<file path="src/rtl/svfloat_pkg.sv">
// Floating-point types and sign-manipulation helpers shared by the svfloat blocks.
package svfloat;

  // IEEE-754 single precision, fields named so generic blocks can reach them.
  typedef struct packed {
    logic        sign;
    logic [7:0]  exp;
    logic [22:0] man;
  } float32;

  // Sign operations; encoding 2'b11 is reserved and behaves like SGN_PASS.
  typedef enum logic [1:0] {
    SGN_PASS = 2'b00,
    SGN_NEG  = 2'b01,
    SGN_ABS  = 2'b10
  } sgn_op_t;

  // Negator control bit for an op. ABS flips only negative operands, which
  // clears the sign unless the negator decides to preserve a NaN.
  function automatic logic sgn_neg_bit(input logic [1:0] op, input logic sign);
    logic neg;
    case (op)
      SGN_NEG: neg = 1'b1;
      SGN_ABS: neg = sign;
      default: neg = 1'b0;
    endcase
    return neg;
  endfunction

endpackage

</file>
<file path="src/rtl/svfloat_neg.sv">
// Conditional sign flip. NaNs keep their sign when presv_nan is set.
module svfloat_neg #(
  parameter type float = svfloat::float32
) (
  input  float val,
  input  logic neg,
  input  logic presv_nan,
  output float res
);

  logic is_nan;

  assign is_nan = (&val.exp) && (|val.man);

  // Flip the sign bit unless a NaN is being protected.
  always_comb begin
    res = val;
    if (!(presv_nan && is_nan)) begin
      res.sign = val.sign ^ neg;
    end
  end

endmodule

</file>
<file path="src/rtl/svfloat_sgn_arbiter.sv">
// Round-robin share of one svfloat_neg between N_REQ valid/ready requesters,
// with a single registered result slot that supports full throughput.
module svfloat_sgn_arbiter
  import svfloat::*;
#(
  parameter type float = svfloat::float32,
  parameter int  N_REQ = 4,
  localparam int ID_W  = $clog2(N_REQ)
) (
  input  logic                        clk,
  input  logic                        rst,
  input  logic                        presv_nan,
  input  logic [N_REQ-1:0]            req_valid,
  output logic [N_REQ-1:0]            req_ready,
  input  float [N_REQ-1:0]            req_val,
  input  logic [N_REQ-1:0][1:0]       req_op,
  output logic                        res_valid,
  input  logic                        res_ready,
  output float                        res_val,
  output logic [ID_W-1:0]             res_id
);

  // Rotate so the pointer sits at bit 0, take the lowest set bit, then
  // rotate the index back. Result is {found, index}.
  function automatic logic [ID_W:0] rr_pick(input logic [N_REQ-1:0] v,
                                            input logic [ID_W-1:0]  ptr);
    logic [2*N_REQ-1:0] dbl;
    logic               found;
    int                 off;
    int                 idx;
    dbl   = {v, v} >> ptr;
    found = 1'b0;
    off   = 0;
    for (int i = N_REQ - 1; i >= 0; i--) begin
      if (dbl[i]) begin
        found = 1'b1;
        off   = i;
      end
    end
    idx = int'(ptr) + off;
    if (idx >= N_REQ) idx = idx - N_REQ;
    return {found, idx[ID_W-1:0]};
  endfunction

  logic              res_valid_reg;
  float              res_val_reg;
  logic [ID_W-1:0]   res_id_reg;
  logic [ID_W-1:0]   rr_ptr_reg;
  logic [ID_W-1:0]   rr_ptr_next;

  logic              can_accept;
  logic              gnt_found;
  logic [ID_W-1:0]   gnt_idx;
  logic              xfer;
  float              gnt_val;
  logic [1:0]        gnt_op;
  logic              gnt_neg;
  float              neg_res;

  assign {gnt_found, gnt_idx} = rr_pick(req_valid, rr_ptr_reg);
  assign can_accept           = !res_valid_reg || res_ready;
  // Grant is withheld during reset so nothing is consumed that would be dropped.
  assign xfer                 = gnt_found && can_accept && !rst;

  genvar gi;
  generate
    for (gi = 0; gi < N_REQ; gi++) begin : g_ready
      assign req_ready[gi] = xfer && (gnt_idx == ID_W'(gi));
    end
  endgenerate

  assign gnt_val     = req_val[gnt_idx];
  assign gnt_op      = req_op[gnt_idx];
  assign gnt_neg     = sgn_neg_bit(gnt_op, gnt_val.sign);
  assign rr_ptr_next = (gnt_idx == ID_W'(N_REQ - 1)) ? '0 : gnt_idx + 1'b1;

  svfloat_neg #(.float(float)) u_neg (
    .val       (gnt_val),
    .neg       (gnt_neg),
    .presv_nan (presv_nan),
    .res       (neg_res)
  );

  // Result slot and round-robin pointer; payload holds its value on drain.
  always_ff @(posedge clk) begin
    if (rst) begin
      res_valid_reg <= 1'b0;
      res_val_reg   <= '0;
      res_id_reg    <= '0;
      rr_ptr_reg    <= '0;
    end else if (xfer) begin
      res_valid_reg <= 1'b1;
      res_val_reg   <= neg_res;
      res_id_reg    <= gnt_idx;
      rr_ptr_reg    <= rr_ptr_next;
    end else if (res_ready) begin
      res_valid_reg <= 1'b0;
    end
  end

  assign res_valid = res_valid_reg;
  assign res_val   = res_val_reg;
  assign res_id    = res_id_reg;

endmodule

</file>
<file path="config.mk">
export PLATFORM = sky130hd
export DESIGN_NAME = svfloat_sgn_arbiter
export DESIGN_NICKNAME = d
export VERILOG_FILES = /design/src/rtl/svfloat_pkg.sv /design/src/rtl/svfloat_neg.sv /design/src/rtl/svfloat_sgn_arbiter.sv
export SDC_FILE = /design/constraint.sdc
export NUM_CORES = 1
export LEC_CHECK = 0
export ABC_AREA = 1
export CORE_MARGIN = 3
export CORE_UTILIZATION = 39
export DETAILED_ROUTE_END_ITERATION = 12
export MAX_ROUTING_LAYER = met4
export PLACE_DENSITY = 0.88
export SYNTH_ARGS = -nofsm -noshare
export SYNTH_HDL_FRONTEND = slang
export SYNTH_HIERARCHICAL = 1
export SYNTH_SLANG_ARGS = --single-unit
export TNS_END_PERCENT = 100
</file>
<file path="constraint.sdc">
create_clock -name clk -period 5.34 [get_ports clk]
set_input_delay 1.602 -clock clk [delete_from_list [all_inputs] [get_ports clk]]
set_output_delay 1.602 -clock clk [all_outputs]
set_load 0.05 [all_outputs]
</file>
**After elaboration in Yosys (flattened, before gate mapping)**

Cells that the tools add are included.

- Register bits after elaboration: 37
- Output and inout bits: 39
- Input bits: 144

- Bitwise logic cells: 1
- $lt $le $gt $ge: 2
- Multiplexer cells: 18
- Shift operators: 1
- Add/sub/neg operators: 3
- Equal/unequal tests: 5
- Reductions and logical operators: 15

Operators by type and width:

| cell | number |
|---|---|
| $mux W32 | 4 |
| $bmux W32 S2 | 1 |
| $add A3 B32 Y32 | 1 |
| $ge A32 B4 Y1 const B | 1 |
| $reduce_or A23 Y1 | 1 |
| $logic_and A1 B1 Y1 | 8 |
| $mux W2 | 4 |
| $reduce_and A8 Y1 | 1 |
| $shr A8 B2 Y4 | 1 |
| $mux W1 | 7 |
| $eq A2 B2 Y1 const B | 3 |
| $bmux W2 S2 | 1 |
| $eq A2 B1 Y1 const B | 2 |
| $lt A2 B3 Y1 const B | 1 |
| $add A2 B1 Y2 const B | 1 |
| $logic_not A1 Y1 | 2 |
| $logic_not A2 Y1 | 1 |
| $pmux W1 S2 | 1 |
| $reduce_bool A2 Y1 | 1 |
| $sub A2 B1 Y2 const B | 1 |
| $logic_or A1 B1 Y1 | 1 |
| $xor A1 B1 Y1 | 1 |

**Logic depth before layout (Yosys ltp)**

Gate-level depths: netlist of run 1.

- Depth in word-level cells: 14
- Depth in mapped cells: 25
- Depth with buffers taken out: 24

**Modules after synthesis**

Netlist of run 1, hierarchy kept.

By module, submodules not included:

| module | area each (um2) | sequential area each (um2) | cells an instance | instances |
|---|---|---|---|---|
| svfloat_sgn_arbiter | 2761.4 | 740.7 | 382 | 1 |
| svfloat_neg | 376.6 | 0.0 | 64 | 1 |

**Worst setup path after synthesis of run 1**

No wires, ideal clock.

- Path type: input-to-output
- Start point: in req_valid[1]
- End point: out req_ready[0]
- Slack: -0.147 ns
- Arrival: 3.885 ns
- Stages on the path: 13
- Cells stage by stage: nand2_1 nand3_1 nand2_1 nand3_1 a21boi_0 ha_1 buf_2 inv_1 clkbuf_1 clkbuf_1 ha_1 inv_1 nor2_1

- Word-level cells in the longest chain between the ends: 10
- Elaborated cells between the ends (all ways): 17
- Those cells by class: add/sub: 2; order compare: 1; shift: 1; mux: 9; reduce/logical: 4

Ends and longest elaborated chain:

| item | RTL line | RTL |
|---|---|---|
| start: declaration | svfloat_sgn_arbiter.sv:13 | `input logic [N_REQ-1:0] req_valid,` |
| $shr A8 B2 Y4 (*) | svfloat_sgn_arbiter.sv:31 | `dbl = {v, v} >> ptr;` |
| $mux W2 | svfloat_sgn_arbiter.sv:35 | `if (dbl[i]) begin` |
| $mux W32 (2 in a row) | svfloat_sgn_arbiter.sv:35 |  |
| $mux W32 (*) | svfloat_sgn_arbiter.sv:35 |  |
| $add A3 B32 Y32 (*) | svfloat_sgn_arbiter.sv:40 | `idx = int'(ptr) + off;` |
| $ge A32 B4 Y1 / $sub A2 B1 Y2 (equally long branches) | svfloat_sgn_arbiter.sv:41 | `if (idx >= N_REQ) idx = idx - N_REQ;` |
| $mux W2 (*) | svfloat_sgn_arbiter.sv:41 |  |
| named net gnt_idx[0] | svfloat_sgn_arbiter.sv:53 | `logic [ID_W-1:0] gnt_idx;` |
| $logic_not A2 Y1 (*) | svfloat_sgn_arbiter.sv:68 | `assign req_ready[gi] = xfer && (gnt_idx == ID_W'(gi));` |
| $logic_and A1 B1 Y1 (*) | svfloat_sgn_arbiter.sv:68 |  |
| end: declaration | svfloat_sgn_arbiter.sv:14 | `output logic [N_REQ-1:0] req_ready,` |

The timed path passes the listed nets; every way through them passes the cells marked *.

**Final worst setup path of run 1**

- Start point: in req_valid[0]
- End point: out req_ready[0]

- Word-level cells in the longest chain between the ends: 10
- Elaborated cells between the ends (all ways): 17
- Those cells by class: add/sub: 2; order compare: 1; shift: 1; mux: 9; reduce/logical: 4

Ends and longest elaborated chain:

| item | RTL line |
|---|---|
| $shr A8 B2 Y4 (*) | svfloat_sgn_arbiter.sv:31 |
| $mux W2 | svfloat_sgn_arbiter.sv:35 |
| $mux W32 (3 in a row) | svfloat_sgn_arbiter.sv:35 |
| $add A3 B32 Y32 | svfloat_sgn_arbiter.sv:40 |
| $ge A32 B4 Y1 / $sub A2 B1 Y2 (equally long branches) | svfloat_sgn_arbiter.sv:41 |
| $mux W2 | svfloat_sgn_arbiter.sv:41 |
| $logic_not A2 Y1 | svfloat_sgn_arbiter.sv:68 |
| $logic_and A1 B1 Y1 (*) | svfloat_sgn_arbiter.sv:68 |

Every way passes the cells marked *; elsewhere a longest branch is shown, timed or not.

==> results by group, run 1 <==
Outcome
  • Status: completed

Clock network
  • CTS root buf: clkbuf_8
  • CTS max path bufs: 2
  • Reg clk slew, reported paths: 70 ps
  • H-tree levels: 2
  • TritonCTS Sinks: 37
  • CTS tree: built
  • CTS Buf Count: 5
  • Later-pin clock latency in the skew report: 290 ps

Placement
  • GPL Wtd Cong: 0.8734
  • Dpl hpwl: 8533 um
  • Area post-placement: 4835 um^2
  • Port Buffers: 182

Min path
  • Hold depth: 2
  • Min-Delay Path Class: reg2reg

Critical path
  • Startpoint type of the worst setup path: primary input
  • Critical Path Fanout Max: 4
  • FF-to-FF End: res_val[31]$_SDFFE_PP0P_
  • R2R Setup Slk: 1700 ps
  • CP Capture Point: req_ready[0]
  • Crit Path Class: in2out
  • Worst r2r src: rr_ptr_reg[0]$_SDFFE_PP0P_
  • WP data arrival: 3420 ps
  • CP max stage delay: about 160 ps
  • Critical path, cell by cell: dlymetal6s2s_1, nand2_2, nand3_1, nand2_1, nand3_1, a21boi_1, buf_4, ha_4, xor2_2, inv_1, nand3_2, nand2_2, inv_2, ha_1, inv_1, nor2_2, buf_12
  • CP Data Required Time: approximately 3700 ps
  • Critical Path End Type: output port
  • Worst setup startpoint: req_valid[0]
  • FF-to-FF path depth: 24
  • Slowest cell on crit path: dlymetal6s2s_1

Synthesis
  • Register area share after synthesis: between 20% and 30%
  • Most used DFF post-synth: dfxtp_1
  • Top cells by count, synth: nand2_1, buf_4, dfxtp_1
  • Most numerous cell in the Yosys netlist: nand2_1
  • Number of synthesized flops with an enable pin: 0
  • Seq cells post-synth: 37
  • Cell count after synthesis: approximately 450
  • Syn nets: 597
  • Area contributors post-synth: dfxtp_1, nand2_1, mux2i_1, buf_4, o211ai_1
  • Warnings from Yosys: 6
  • Synthesized area: 3138 um^2
  • Distinct cells, synth: 31
  • Post-synth top area share: 23.60%
  • FFs w/ async S/R, synth: 0%
  • Yosys top cell by area: dfxtp_1
  • Syn avg cell area: between 7 and 8 um^2

GRT
  • Largest net degree at the start of global routing: 57
  • Grt total ovfl: 0
  • Vias in the first global route: 3,291
  • Gr usage total: 22.34%
  • Initial antenna violation count: 0
  • First-pass GRT wire length: 15,850 um

Power
  • P_leak: 1.939 nW
  • Worst-case vdd ir drop: 0.6007 mV
  • Power, Total: 0.003567 W
  • Cell area power density: 715.1 nW/um^2

Drt
  • Vias/cell: 5.039
  • Total Wirelength: 10,570 um
  • DRT Pass-1 Iters: 4
  • Initial DRC Count: 175
  • Via count: between 3k and 4k
  • Antenna Violating Nets Remaining: 0
  • # DRC: 0
  • DR WL/cell: ~15 um

Final layout
  • Layout net count: 740
  • Antenna cells: 0
  • Area Growth Syn to Fin: 58.97%
  • Post-route cell area: 4989 um^2
  • Share of cells above drive strength 1: 16.10%
  • Number of flip-flops in the largest register: 32
  • Fin util: roughly 64%

STA
  • Setup Skew: 10.26 ps
  • Worst-margin pin slew: 724.4 ps
  • Rel. slew slack: between 50% and 60%
  • Period utilization: 93.96%
  • Final hold vios: 0
  • Final Max Tran Viols: 0
  • Setup TNS: 0 ps
  • Min cycle time layout: 5017 ps
  • FMAX: 199.3 MHz
  • RSZ-0062 raised after global routing: false
  • Final setup vio count: 0

Die
  • Core ar.: 7767 um^2
  • Chip height: 95.70 um
  • # rows: 32
  • Boundary pin count: around 180
  • Initial Util: between 40% and 50%
  • Area of the die: about 9000 um^2
  • Width of the die: around 96 um

Run
  • Maxcap violations: 0
==> where the power goes <==
part | internal (W) | switching, W
Sequential | 0.000387 | 0.0000751
Clock | 0.0000900 | 0.000100
Combinational | 0.00113 | 0.00179
Total | 0.00160 | 0.00196
==> worst min path at each step <==
stage / from / end / slack, ps
2_1_floorplan: rr_ptr_reg[0]$_SDFFE_PP0P_ / rr_ptr_reg[0]$_SDFFE_PP0P_ / 520
3_3_place_gp: res_val[11]$_SDFFE_PP0P_ / res_val[11]$_SDFFE_PP0P_ / 450
3_5_place_dp: res_val[18]$_SDFFE_PP0P_ / res_val[18]$_SDFFE_PP0P_ / 460
4_1_cts: res_val[18]$_SDFFE_PP0P_ / res_val[18]$_SDFFE_PP0P_ / 470
5_1_grt: res_val[2]$_SDFFE_PP0P_ / res_val[2]$_SDFFE_PP0P_ / 480
6_report: res_val[18]$_SDFFE_PP0P_ / res_val[18]$_SDFFE_PP0P_ / 470
==> metal layers <==
metal / vias up / part of all wire [%] / GRT usage [%]
met5: - / 0 / -
met4: 0 / 2.0 / 6.635
met3: 17 / 5.6 / 1.642
met2: 158 / 50 / 36.48
met1: 1573 / 43 / 29.68
li1: 1739 / - / -
==> layout make-up <==
cell class	count	area, um^2
fillers	663	2779
flip-flops and latches	37	740.7
inverters	21	78.83
clock buffers	5	68.82
well taps	102	127.6
multi-input cells	327	1983
repair buffers	197	1972
clock inverters	3	17.52
==> cell usage in the layout (no fill, tap or decap), types with 8 or more instances in the layout <==
| cell | count |
|---|---|
| dfxtp_1 | 37 |
| mux2i_1 | 32 |
| buf_4 | 16 |
| nor2_1 | 22 |
| o21ai_0 | 23 |
| o211ai_1 | 24 |
| or2_2 | 27 |
| clkdlybuf4s50_1 | 174 |
| o21ai_2 | 8 |
| nand2_1 | 94 |
| inv_1 | 16 |
| a21oi_1 | 35 |
| o211ai_2 | 9 |
| nand3_1 | 13 |
==> worst max-delay path, delay by kind of cell <==
kind	cells	cell delay, ps
buffers and inverters	6	630
xor gates and xnor gates	1	150
adders and majority gates	2	250
and+or+nand+nor	7	650
AOI/OAI and AO/OA	1	130
==> logic make-up after synthesis <==
family,share of synthesized area (%)
XOR/XNOR,0.5583
flip-flops,23.60
AND/OR/NAND/NOR,25.56
adder cells (fa/ha/maj),2.791
AO/OA/AOI/OAI,21.93
multiplexers,10.21
buffers and inverters,15.35
==> stage by stage <==
step	worst slack (ps)	cells	hold WS [ps]
after floorplan	27.65	446	520.5
after global placement	-33.38	683	452.2
after detailed placement	-154.2	683	456.4
after CTS	25.14	692	467.6
after global routing	124.3	692	484.9
final	322.6	692	468.0
==> repair_timing <==
action,4_1_cts,5_1_grt
setup endpoints to repair,4,4
resized for setup,7,11
buffers inserted,1,0
hold buffers,0,0
pin swaps,3,3
No activity file was read; power rests on OpenSTA's default activity.
==> inputs of run 2 (changes only) <==
Settings changed: CORE_UTILIZATION 39 to 60, DONT_BUFFER_PORTS from default to 1, PLACE_DENSITY 0.88 to default, PLACE_DENSITY_LB_ADDON from default to 0.12.
==> results by group, run 2 (same netlist as run 1, synthesis figures left out) <==
STA
  • Final setup vio count: 0 (unchanged)
  • Final Max Tran Viols: 0 (unchanged)
  • Setup Skew: 7.533 ps (-2.724 ps)
  • RSZ-0062 raised after global routing: false
  • FMAX: 194.6 MHz (-2.3%)
  • Worst-margin pin slew: 615.0 ps (-109.4 ps)
  • Min cycle time layout: 5138 ps (+120.4 ps)
  • Setup TNS: 0 ps (unchanged)
  • Final hold vios: 0 (unchanged)
  • Period utilization: 96.21% (+2.3 points)
  • Rel. slew slack: 59.00% (+7.3 points)

Final layout
  • Multi-input combinational cell area: 1933 um^2 (-2.5%)
  • Final non-filler cell total: 469 (-32%)
  • Layout net count: 552 (-25%)
  • Antenna cells: 0 (unchanged)
  • Commonest non-fill, non-tap cell in the layout: nand2_1
  • Commonest non-fill, non-tap cells in the layout: nand2_1, dfxtp_1, a21oi_1
  • Area Growth Syn to Fin: -3.589%
  • Share of cells above drive strength 1: 18.16% (+2.1 points)
  • Fin util: 62.00% (-2.2 points)
  • Register Area: 740.7 um^2 (unchanged)
  • # fillers: 502 (-24%)
  • Number of flip-flops in the largest register: 32 (unchanged)

Critical path
  • CP Data Required Time: 3740 ps (about the same)
  • Most frequent CP cell: nand3_1
  • Critical path, cell by cell: nand2_1, nand3_1, nand2_1, nand3_1, a21boi_0, ha_4, xor2_1, inv_1, nand3_1, nand2_2, inv_2, ha_1, inv_1, nor2_2, buf_12
  • Critical Path Fanout Max: 7 (+3)
  • WP data arrival: 3540 ps (+120 ps)
  • Crit Path Class: in2out
  • Slowest cell on crit path: a21boi_0
  • Startpoint type of the worst setup path: primary input
  • CP max stage delay: 310 ps (+150 ps)
  • FF-to-FF path depth: 21 (-13%)
  • Critical Path End Type: output port

GRT
  • Vias in the first global route: 2,521 (-23%)
  • Gr usage total: 26.70% (+4.4 points)
  • Grt total ovfl: 0 (unchanged)
  • Largest net degree at the start of global routing: 64 (+12%)
  • Initial antenna violation count: 0 (unchanged)
  • First-pass GRT wire length: 12,600 um (-21%)

Outcome
  • Status: completed

Die
  • Chip height: 78.32 um (-18%)
  • Boundary pin count: 183 (unchanged)
  • Area of the die: 6134 um^2 (-33%)
  • # rows: 25 (-22%)
  • Initial Util: 64.31% (+24 points)
  • Core ar.: 4880 um^2 (-37%)
  • Width of the die: 78.32 um (-18%)

Min path
  • Hold depth: 2 (unchanged)
  • Min-Delay Path Class: reg2reg

Drt
  • Via count: 2,669 (-23%)
  • Total Wirelength: 8198 um (-22%)
  • Antenna Violating Nets Remaining: 0 (unchanged)
  • # DRC: 0 (unchanged)
  • Vias/cell: 5.691 (+13%)
  • DRT Pass-1 Iters: 4 (unchanged)
  • DR WL/cell: 17.48 um (+14%)
  • Initial DRC Count: 101 (-42%)

Clock network
  • CTS Buf Count: 5 (unchanged)
  • Post-CTS setup buffer count: 0 (-1)
  • CTS root buf: clkbuf_8
  • H-tree levels: 2 (unchanged)
  • CTS max path bufs: 2 (unchanged)
  • CTS tree: built
  • Cts repair resizes: 0 (-7)
  • TritonCTS Sinks: 37 (unchanged)
  • Later-pin clock latency in the skew report: 290 ps (about the same)
  • Reg clk slew, reported paths: 70 ps (about the same)
  • Hold_buf cts: 0 (unchanged)

Placement
  • GPL Wtd Cong: 0.8837 (+1.2%)
  • Port Buffers: 0 (-100%)
  • Placed Cells: 461 (-33%)
  • Dpl hpwl: 6629 um (-22%)

Run
  • Maxcap violations: 0 (unchanged)
==> run 2: cell count changes in the layout (fill, tap and decap cells not counted), moves of 2 or more <==
cell / before / now
nand2_1: 94 / 99
nand3_2: 4 / 0
dlymetal6s2s_1: 4 / 0
buf_4: 16 / 7
nand2_2: 7 / 2
clkdlybuf4s50_1: 174 / 0
nor2_1: 22 / 24
nand3_1: 13 / 17
==> run 2: worst paths after layout <==
path / start / to / slack (ps)
setup reg to reg: rr_ptr_reg[0]$_SDFFE_PP0P_ / res_val[31]$_SDFFE_PP0P_ / 1670
setup / recovery: req_valid[3] / req_ready[0] / 200
hold reg to reg: rr_ptr_reg[0]$_SDFFE_PP0P_ / rr_ptr_reg[0]$_SDFFE_PP0P_ / 620
hold / removal: rr_ptr_reg[0]$_SDFFE_PP0P_ / rr_ptr_reg[0]$_SDFFE_PP0P_ / 620
==> run 2: critical path: cells and delay by family <==
family	cells	cell delay [ps]
xor+xnor	1	190
buf+inv	4	370
simple gates	7	740
compound gates	1	310
fa+ha+maj	2	320
==> run 2: area by class of cell <==
cell class,instances,share of cell area [%]
tap,67,2.771
sequential,37,24.48
multi-input combinational,327,63.90
inverter,21,2.605
clock buffer,6,2.730
timing repair buffer,9,3.060
clock inverter,2,0.4549
==> run 2: layer usage <==
layer  share of wire (%)  up-vias  global-route usage (%)
met5                   0        -                       -
met4                 1.2        0                   5.769
met3                 8.7       10                   5.849
met2                  47      124                   41.95
met1                  43     1168                   35.43
li1                    -     1367                       -
==> run 2: through the flow <==
step                hold slack [ps]  worst slack [ps]  cell area (um^2)
floorplan                     520.5             27.65              3143
global placement              593.3             285.9              2929
detailed placement            604.2             231.1              2929
CTS                           613.8             220.1              3025
global route                  639.8             22.65              3025
finish                        619.3             202.2              3025
Power of run 2 is not shown: default switching activity piles up to over one toggle a cycle in this logic, so the estimate is an artifact.
